--- config.mk ---
export PLATFORM = sky130hd
export DESIGN_NAME = branch_tag_ctrl
export DESIGN_NICKNAME = d
export VERILOG_FILES = /design/src/rtl/branch_tag_ctrl.sv
export SDC_FILE = /design/constraint.sdc
export NUM_CORES = 1
export LEC_CHECK = 0
export CORE_ASPECT_RATIO = 0.75
export CORE_MARGIN = 2
export CORE_UTILIZATION = 35
export CTS_BUF_LIST = sky130_fd_sc_hd__clkbuf_16
export CTS_CLUSTER_DIAMETER = 150
export DETAILED_ROUTE_END_ITERATION = 10
export RECOVER_POWER = 100
export SYNTH_ARGS = -nofsm -noshare
export SYNTH_HDL_FRONTEND = slang
export SYNTH_SLANG_ARGS = --single-unit
--- constraint.sdc ---
create_clock -name clk -period 2.05 [get_ports clk]
set_input_delay 0.41 -clock clk [delete_from_list [all_inputs] [get_ports clk]]
set_output_delay 0.41 -clock clk [all_outputs]
set_load 0.005 [all_outputs]
--- src/rtl/branch_tag_ctrl.sv ---
// Speculative branch-tag pool: allocates tags, tracks older-tag dependencies, and registers the free/flush broadcast.
// Optional resolve/mispredict statistics counters are enabled by defining BRTAG_STAT_EN.
module branch_tag_ctrl #(
    parameter int BR_NUM = 4,
    parameter int BR_W   = 2
) (
    input  logic              clk,
    input  logic              rst,
    input  logic              allocReq,
    output logic              allocGrant,
    output logic [BR_W-1:0]   allocNum,
    output logic [BR_NUM-1:0] curBranchTag,
    output logic              full,
    output logic              flushReq,
    input  logic              resolveEn,
    input  logic [BR_W-1:0]   resolveNum,
    input  logic              resolveMis,
    output logic              bFreeEn,
    output logic [BR_W-1:0]   bFreeNum,
    output logic              misTaken
`ifdef BRTAG_STAT_EN
    ,
    output logic [15:0]       statResolve,
    output logic [15:0]       statMis
`endif
);

    logic [BR_NUM-1:0] active, active_nxt;
    logic [BR_NUM-1:0] dep     [BR_NUM];
    logic [BR_NUM-1:0] dep_nxt [BR_NUM];
    logic [BR_NUM-1:0] res_onehot;
    logic [BR_NUM-1:0] resolved_bit;
    logic [BR_NUM-1:0] kill;
    logic              resolve_valid;

    assign resolve_valid = resolveEn & active[resolveNum];
    assign res_onehot    = {{(BR_NUM-1){1'b0}}, 1'b1} << resolveNum;
    assign resolved_bit  = (resolve_valid & ~resolveMis) ? res_onehot : '0;

    assign full         = &active;
    assign flushReq     = resolveEn & resolveMis;
    assign allocGrant   = allocReq & ~full & ~flushReq;
    assign curBranchTag = active;

    // Descending scan so the lowest free index wins; defaults to 0 when none is free.
    always_comb begin
        allocNum = '0;
        for (int i = BR_NUM - 1; i >= 0; i--) begin
            if (!active[i]) allocNum = BR_W'(i);
        end
    end

    // A mispredict kills the resolved tag plus every live tag that was allocated behind it.
    always_comb begin
        kill = '0;
        if (resolve_valid && resolveMis) begin
            kill = res_onehot;
            for (int k = 0; k < BR_NUM; k++) begin
                if (dep[k][resolveNum]) kill[k] = 1'b1;
            end
            kill = kill & active;
        end
    end

    // NOTE: every variable written here gets a default first, otherwise a latch is inferred.
    always_comb begin
        active_nxt = active;
        dep_nxt    = dep;
        if (resolve_valid) begin
            if (resolveMis) begin
                active_nxt = active & ~kill;
                for (int k = 0; k < BR_NUM; k++) begin
                    if (kill[k]) dep_nxt[k] = '0;
                end
            end else begin
                active_nxt[resolveNum] = 1'b0;
                for (int k = 0; k < BR_NUM; k++) begin
                    dep_nxt[k][resolveNum] = 1'b0;
                end
            end
        end
        if (allocGrant) begin
            active_nxt[allocNum] = 1'b1;
            dep_nxt[allocNum]    = active & ~resolved_bit;
        end
    end

    // NOTE: the dependency array is small and its contents must read as zero after reset, so it is reset.
    always_ff @(posedge clk) begin
        if (rst) begin
            active   <= '0;
            bFreeEn  <= 1'b0;
            bFreeNum <= '0;
            misTaken <= 1'b0;
            for (int k = 0; k < BR_NUM; k++) dep[k] <= '0;
        end else begin
            // NOTE: sequential state uses non-blocking assignments only.
            active   <= active_nxt;
            dep      <= dep_nxt;
            bFreeEn  <= resolve_valid;
            misTaken <= resolve_valid & resolveMis;
            if (resolve_valid) bFreeNum <= resolveNum;
        end
    end

`ifdef BRTAG_STAT_EN
    always_ff @(posedge clk) begin
        if (rst) begin
            statResolve <= '0;
            statMis     <= '0;
        end else begin
            if (resolve_valid && statResolve != 16'hFFFF) statResolve <= statResolve + 16'd1;
            if (resolve_valid && resolveMis && statMis != 16'hFFFF) statMis <= statMis + 16'd1;
        end
    end
`endif

endmodule

==> results_dict.tcl <==
set metrics [dict create \
    status "finished clean" \
    io_pins 20 \
    synth_most_common_cell "dfxtp_1" \
    critPathLaunchType "register" \
    cts.sinks 20 \
    synth.avg_cell_area_um2 8.979 \
    cts-root-buf "clkbuf_16" \
    drt_iter0_drc 84 \
    initial_core_util_pct 37.42 \
    crit-reg2reg-capture "dep[1]$_SDFF_PP0_" \
    tritoncts "done" \
    peakVddDrop_uv 326.4 \
    firstDrtPassIters 4 \
    synth_top_area_share_pct 35.67 \
    ys.flop_type "dfxtp_1" \
    report.final.slew_viol_count 0 \
    fin_crit_ns 1.925 \
    crit_slowest_cell "dlygate4sd3_1" \
    timing.max_cap.violations 0 \
    syn-num-nets 132 \
    grt_pass1_vias 1008 \
    numPortBuffers 19 \
    relSlewSlack_pct 65.28 \
    gp_congestion 0.8747 \
    cts.clk_slew.worst_paths_ns 0.05 \
    core_mm2 0.002999 \
    critical_path.max_stage_delay_ns 0.58 \
    cp.arrival_ns 1.52 \
    p_seq_share_pct 43.0 \
    synth_top_cell_by_area "dfxtp_1" \
    seq_area_frac_synth_pct 35.67 \
    combPwrFrac_pct 14.9 \
    track_usage_pct 18.21 \
    syn_inst 125 \
    synth_cell_types 44 \
    ant_nets 0 \
    switching_share_pct 22.99 \
    clk_latency_ns 0.25 \
    cp.required_ns 1.64 \
    critPathKind "register to output port" \
    power.switching_w 0.0002143 \
    die_h_um 53.04 \
    fmax_mhz 519.4 \
    min_from "bFreeNum[0]$_SDFFE_PP0N_" \
    yosys-top-cells-area "dfxtp_1, o22ai_1, nand2_1, nand3_1, buf_2" \
    grt_max_degree 13 \
    finClkSkew_ns 0.002225 \
    cts-buffers-inserted 3 \
    crit_path_end_kind "output port" \
    die-area_mm2 0.003680 \
    setup_viol 0 \
    dpl_worst_slack_ns -0.09114 \
    final_util_pct 49.90 \
    wire_per_inst_um 15.86 \
    vias 1077 \
    diodes 0 \
    layout.nets 164 \
    ctsHtreeMaxLevel 1 \
    hold_depth 2 \
    cell_internal_pwr_w 0.0007177 \
    hp-class "register to register" \
    min_to "bFreeNum[0]$_SDFFE_PP0N_" \
    fin_total_pwr_w 0.0009320 \
    hpwl_um 2351 \
    grt_setup_unrepaired "no" \
    p_leak_nw 0.5707 \
    worst_pin_slew_ns 0.5197 \
    grt.overflow.total 0 \
    fin_crit_sh_pct 93.91 \
    hold_viol 0 \
    drive_gt1_share_pct 21.29 \
    rows 17 \
    antenna_found_initial 0 \
    clockBufferDepth 2 \
    vias_per_cell 5.580 \
    r2r_setup_slack_ns 0.31 \
    synth_seq_cells 20 \
    syn_area_mm2 0.001122 \
    area_growth_syn_to_layout_pct 33.33 \
    grt_pass1_wl_um 5078 \
    critPathMaxFanout 9 \
    timing.rr.start "curBranchTag[0]$_SDFF_PP0_" \
    synth_edf_count 0 \
    clkPwrFrac_pct 42.2 \
    wirelength_um 3061 \
    yosysWarnings 0 \
    cellPowerDensity_mw_per_mm2 622.8 \
    timing.final.ws_setup_ns 0.1249 \
    ff2ff_path_depth 5 \
    die_w_um 69.39 \
    crit_chain "nand2b_1 -> a21oi_1 -> dlygate4sd3_1" \
    drc 0 \
    synthArstFlopShare_pct 0 \
    yosys-top-cells-count "dfxtp_1, nand2_1, o22ai_1" \
]
-- registers in the layout, summed over array words and instances (netlist names) --
name and flops:
bFreeEn 1, misTaken 1, bFreeNum 2, dep 12, curBranchTag 4
-- critical path: cells and delay by family, from the launching register on --
| kind | cells | cell delay [ns] |
|---|---|---|
| buffers and inverters | 1 | 0.58 |
| AO/OA/AOI/OAI | 1 | 0.14 |
| flip-flops | 1 | 0.37 |
| AND/OR/NAND/NOR | 1 | 0.17 |
-- cell usage in the layout (no fill, tap or decap), types with 5 or more instances in the layout --
cell,instances
dfxtp_1,19
buf_4,14
nand3_1,8
nand2_1,14
clkdlybuf4s50_1,9
nor2_1,8
dlygate4sd3_1,7
o22ai_1,9
a21oi_1,5
inv_1,6
-- final cells by class --
cell class | count | area, um2
multi-input combinational | 89 | 634.4
timing repair buffer | 37 | 315.3
inverter | 6 | 22.52
fill | 285 | 1503
sequential | 20 | 401.6
clock buffer | 3 | 75.07
tap | 38 | 47.55
-- worst max path at each step --
stage,from,end,slack [ns]
floorplan,resolveNum[0],curBranchTag[3]$_SDFF_PP0_,0.50
global placement,resolveNum[0],dep[15]$_SDFF_PP0_,-0.12
detailed placement,resolveNum[0],dep[15]$_SDFF_PP0_,-0.09
CTS,curBranchTag[3]$_SDFF_PP0_,full,0.08
global route,resolveNum[0],dep[13]$_SDFF_PP0_,0.03
finish,curBranchTag[3]$_SDFF_PP0_,allocNum[0],0.12
-- repair_timing --
item / in CTS / in global routing
endpoints found under the hold margin: 0 / 0
setup buffers: 0 / 0
hold buffers: 0 / 0
setup endpoints to repair: 2 / 1
resized for setup: 4 / 1
-- cells by family after synthesis --
family	synth area share (%)
AO/OA/AOI/OAI	29.77
buffers and inverters	7.024
flip-flops	35.67
multiplexers	6.131
AND/OR/NAND/NOR	21.40
-- stage by stage --
step	std cells	cell area, um2	hold slack, ns	setup TNS [ns]
floorplan	125	1122	0.4308	0
global placement	190	1439	0.4410	-0.7575
detailed placement	190	1439	0.4445	-0.6919
CTS	193	1514	0.4522	0
global route	193	1496	0.4727	0
finish	193	1496	0.4457	0
-- per-layer routing --
layer	wire length [um]	track usage [%]
met5	0	0
met4	7	5.229
met2	1279	26.60
met1	1578	25.49
met3	195	5.905
-- power groups by stage --
stage	clock [W]	sequential, W	combinational (W)
2_1_floorplan	0	0.000408	0.0000765
3_3_place_gp	0	0.000409	0.000144
3_5_place_dp	0	0.000409	0.000145
4_1_cts	0.000409	0.000400	0.000144
5_1_grt	0.000428	0.000401	0.000151
6_report	0.000393	0.000401	0.000138
Note: power is estimated with default switching activity, not from simulation.
==> edit: new RTL, same flow settings <==
Add a define of `BRTAG_STAT_EN`.
--- a/src/rtl/branch_tag_ctrl.sv
+++ b/src/rtl/branch_tag_ctrl.sv
@@ -2,2 +2,4 @@
 // Optional resolve/mispredict statistics counters are enabled by defining BRTAG_STAT_EN.
+`define BRTAG_STAT_EN
+
 module branch_tag_ctrl #(
Function (old outputs only; new: statMis and statResolve): kept (equiv_simple and equiv_induct, registers matched by name and starting in step).
==> edit against the unedited design <==
  * Non-clock buffer count is 50 higher
  * Total power is 130% higher
  * Design area is 140% higher
  * Worst setup slack worse by 0.063 ns
  * Sequential cell count is 32 higher
  * Wire length is 120% higher
  * First-iteration DRC count is 70% higher
  * Clock power is 140% higher
  * Via count is 130% higher
  * Area after synthesis is 130% higher
  * Largest power group unchanged
==> edit: results (changes against the unedited design) <==
outcome:
  status: "complete, no violations"  # unchanged
cells_and_area:
  reg_top3: "statMis x16, statResolve x16, dep x12"
  diodes: 0  # unchanged
  drive_gt1_share_pct: 13.0  # was 21.3%
  layout.nets: 399  # was 164
  stdcell_count: 492  # was 193
  nFillCells: 711  # was 285
power:
  vdd_drop_max_uv: 306  # was 326 uV
  p_leak_uw: 0.00142  # was 0.000571 uW
critical_path:
  cpLargestDelayFamily: "buffers and inverters"  # unchanged
  cpMaxStageDelayCell: "clkdlybuf4s50_1"  # was dlygate4sd3_1
  critPathMaxFanout: 6  # was 9
  crit_arrival_ns: 1.58  # was 1.52 ns
  critical-path-max-stage-delay_ns: 0.53  # was 0.58 ns
min_path:
  min-delay-path-class: "register to register"  # unchanged
global_routing:
  track_usage_pct: 17.0  # was 18.2%
  grt_pass1_vias: 2328  # was 1008
  grt_pass1_wl_mm: 11.4  # was 5.08 mm
  grt_max_degree: 48  # was 13
  antenna_found_initial: 0  # unchanged
drt:
  drt-initial-drc-count: 143  # was 84
  wl_per_cell_um: 13.7  # was 15.9 um
  drt-pass1-iter-count: 4  # unchanged
  viasPerCell: 5.12  # was 5.58
clock_tree:
  h-tree-depth: 2  # was 1
  clkTransAtPathRegs_ns: 0.07  # was 0.05 ns
  clk_latency_ns: 0.29  # was 0.25 ns
  cts_buffers: 5  # was 3
  clock_path_buffers: 2  # unchanged
  cts-root-buf: "clkbuf_16"  # unchanged
logic_synthesis:
  synth_flop_cell: "dfxtp_1"  # unchanged
  synthTopCellsByCount: "dfxtp_1 (52), nor2_1 (43), a21oi_1 (27)"  # was dfxtp_1 (20), nand2_1 (14), o22ai_1 (9)
  async_flop_share_pct: 0  # unchanged
  synth_xor_area_share_pct: 5.69  # was 0%
  synth_cell_type_count: 50  # was 44
  synth_nets: 323  # was 132
  ys_warn_count: 0  # unchanged
  yosysSeqAreaShare_pct: 39.8  # was 35.7%
  synthMuxAreaShare_pct: 5.97  # was 6.13%
  synth.area.top_cells: "dfxtp_1 (40%), nor2_1 (6.2%), a21oi_1 (5.2%)"  # was dfxtp_1 (36%), o22ai_1 (5.0%), nand2_1 (4.7%)
  synth-adder-area-share_pct: 0.956  # was 0%
  synthCells: 314  # was 125
  synth-compound-area-share_pct: 15.9  # was 29.8%
placement:
  pre_cts_slack_ns: -0.260  # was -0.0911 ns
  io_buffers: 51  # was 19
  dp_cells: 483  # was 190
  finalWeightedCongestion: 0.812  # was 0.875
  post-dp-hpwl_mm: 4.91  # was 2.35 mm
sta:
  fin_tns_setup_ns: 0  # unchanged
  skew_ns: 0.00358  # was 0.00223 ns
  worst_slew_pin_slew_ns: 0.448  # was 0.520 ns
==> edit: kinds of logic after synthesis <==
| group | after synthesis |
|---|---|
| compound gates | 66 |
| xor+xnor | 17 |
| fa+ha+maj | 2 |
| buf+inv | 22 |
| flops | 52 |
| mux | 14 |
| simple gates | 141 |
==> edit: area by class of cell <==
class / count / share of cell area, %
well taps: 101 / 3.49
flip-flops and latches: 52 / 29.1
multi-input cells: 240 / 41.4
clock inverters: 3 / 1.07
repair buffers: 87 / 21.1
inverters: 4 / 0.415
clock buffers: 5 / 3.46
==> edit: worst paths after layout <==
path,cells past startpoint,start,slack [ns],to
max,3,resolveEn,0.06,flushReq
min,2,dep[0],0.46,dep[0]
min reg2reg,2,dep[0],0.46,dep[0]
max reg2reg,8,statResolve[1],0.12,statResolve[2]
==> edit: power by group <==
group / switching, uW / internal (uW) / total, uW
clock network: 367 / 570 / 937
logic: 77.2 / 71.0 / 148
registers: 8.46 / 1020 / 1020
==> edit: repair_timing <==
item | 4_1_cts | 5_1_grt
gates resized for setup | 7 | 10
endpoints found under the setup margin | 4 | 20
pin swaps | 0 | 1
buffers inserted | 0 | 1
==> edit: per-layer routing <==
metal,GRT usage (%),share of wire [%],vias up,routed length [um]
met1,24.9,53,1172,3550
met2,25.1,42,53,2830
met3,3.69,4.0,9,269
li1,-,-,1283,-
met5,0,0,-,0
met4,4.46,1.2,0,78
==> edit: per-stage QoR <==
step                instance area (um^2)  hold WS, ns
floorplan                           2620        0.430
global placement                    3450        0.444
detailed placement                  3450        0.451
CTS                                 3620        0.461
global route                        3620        0.486
finish                              3620        0.460
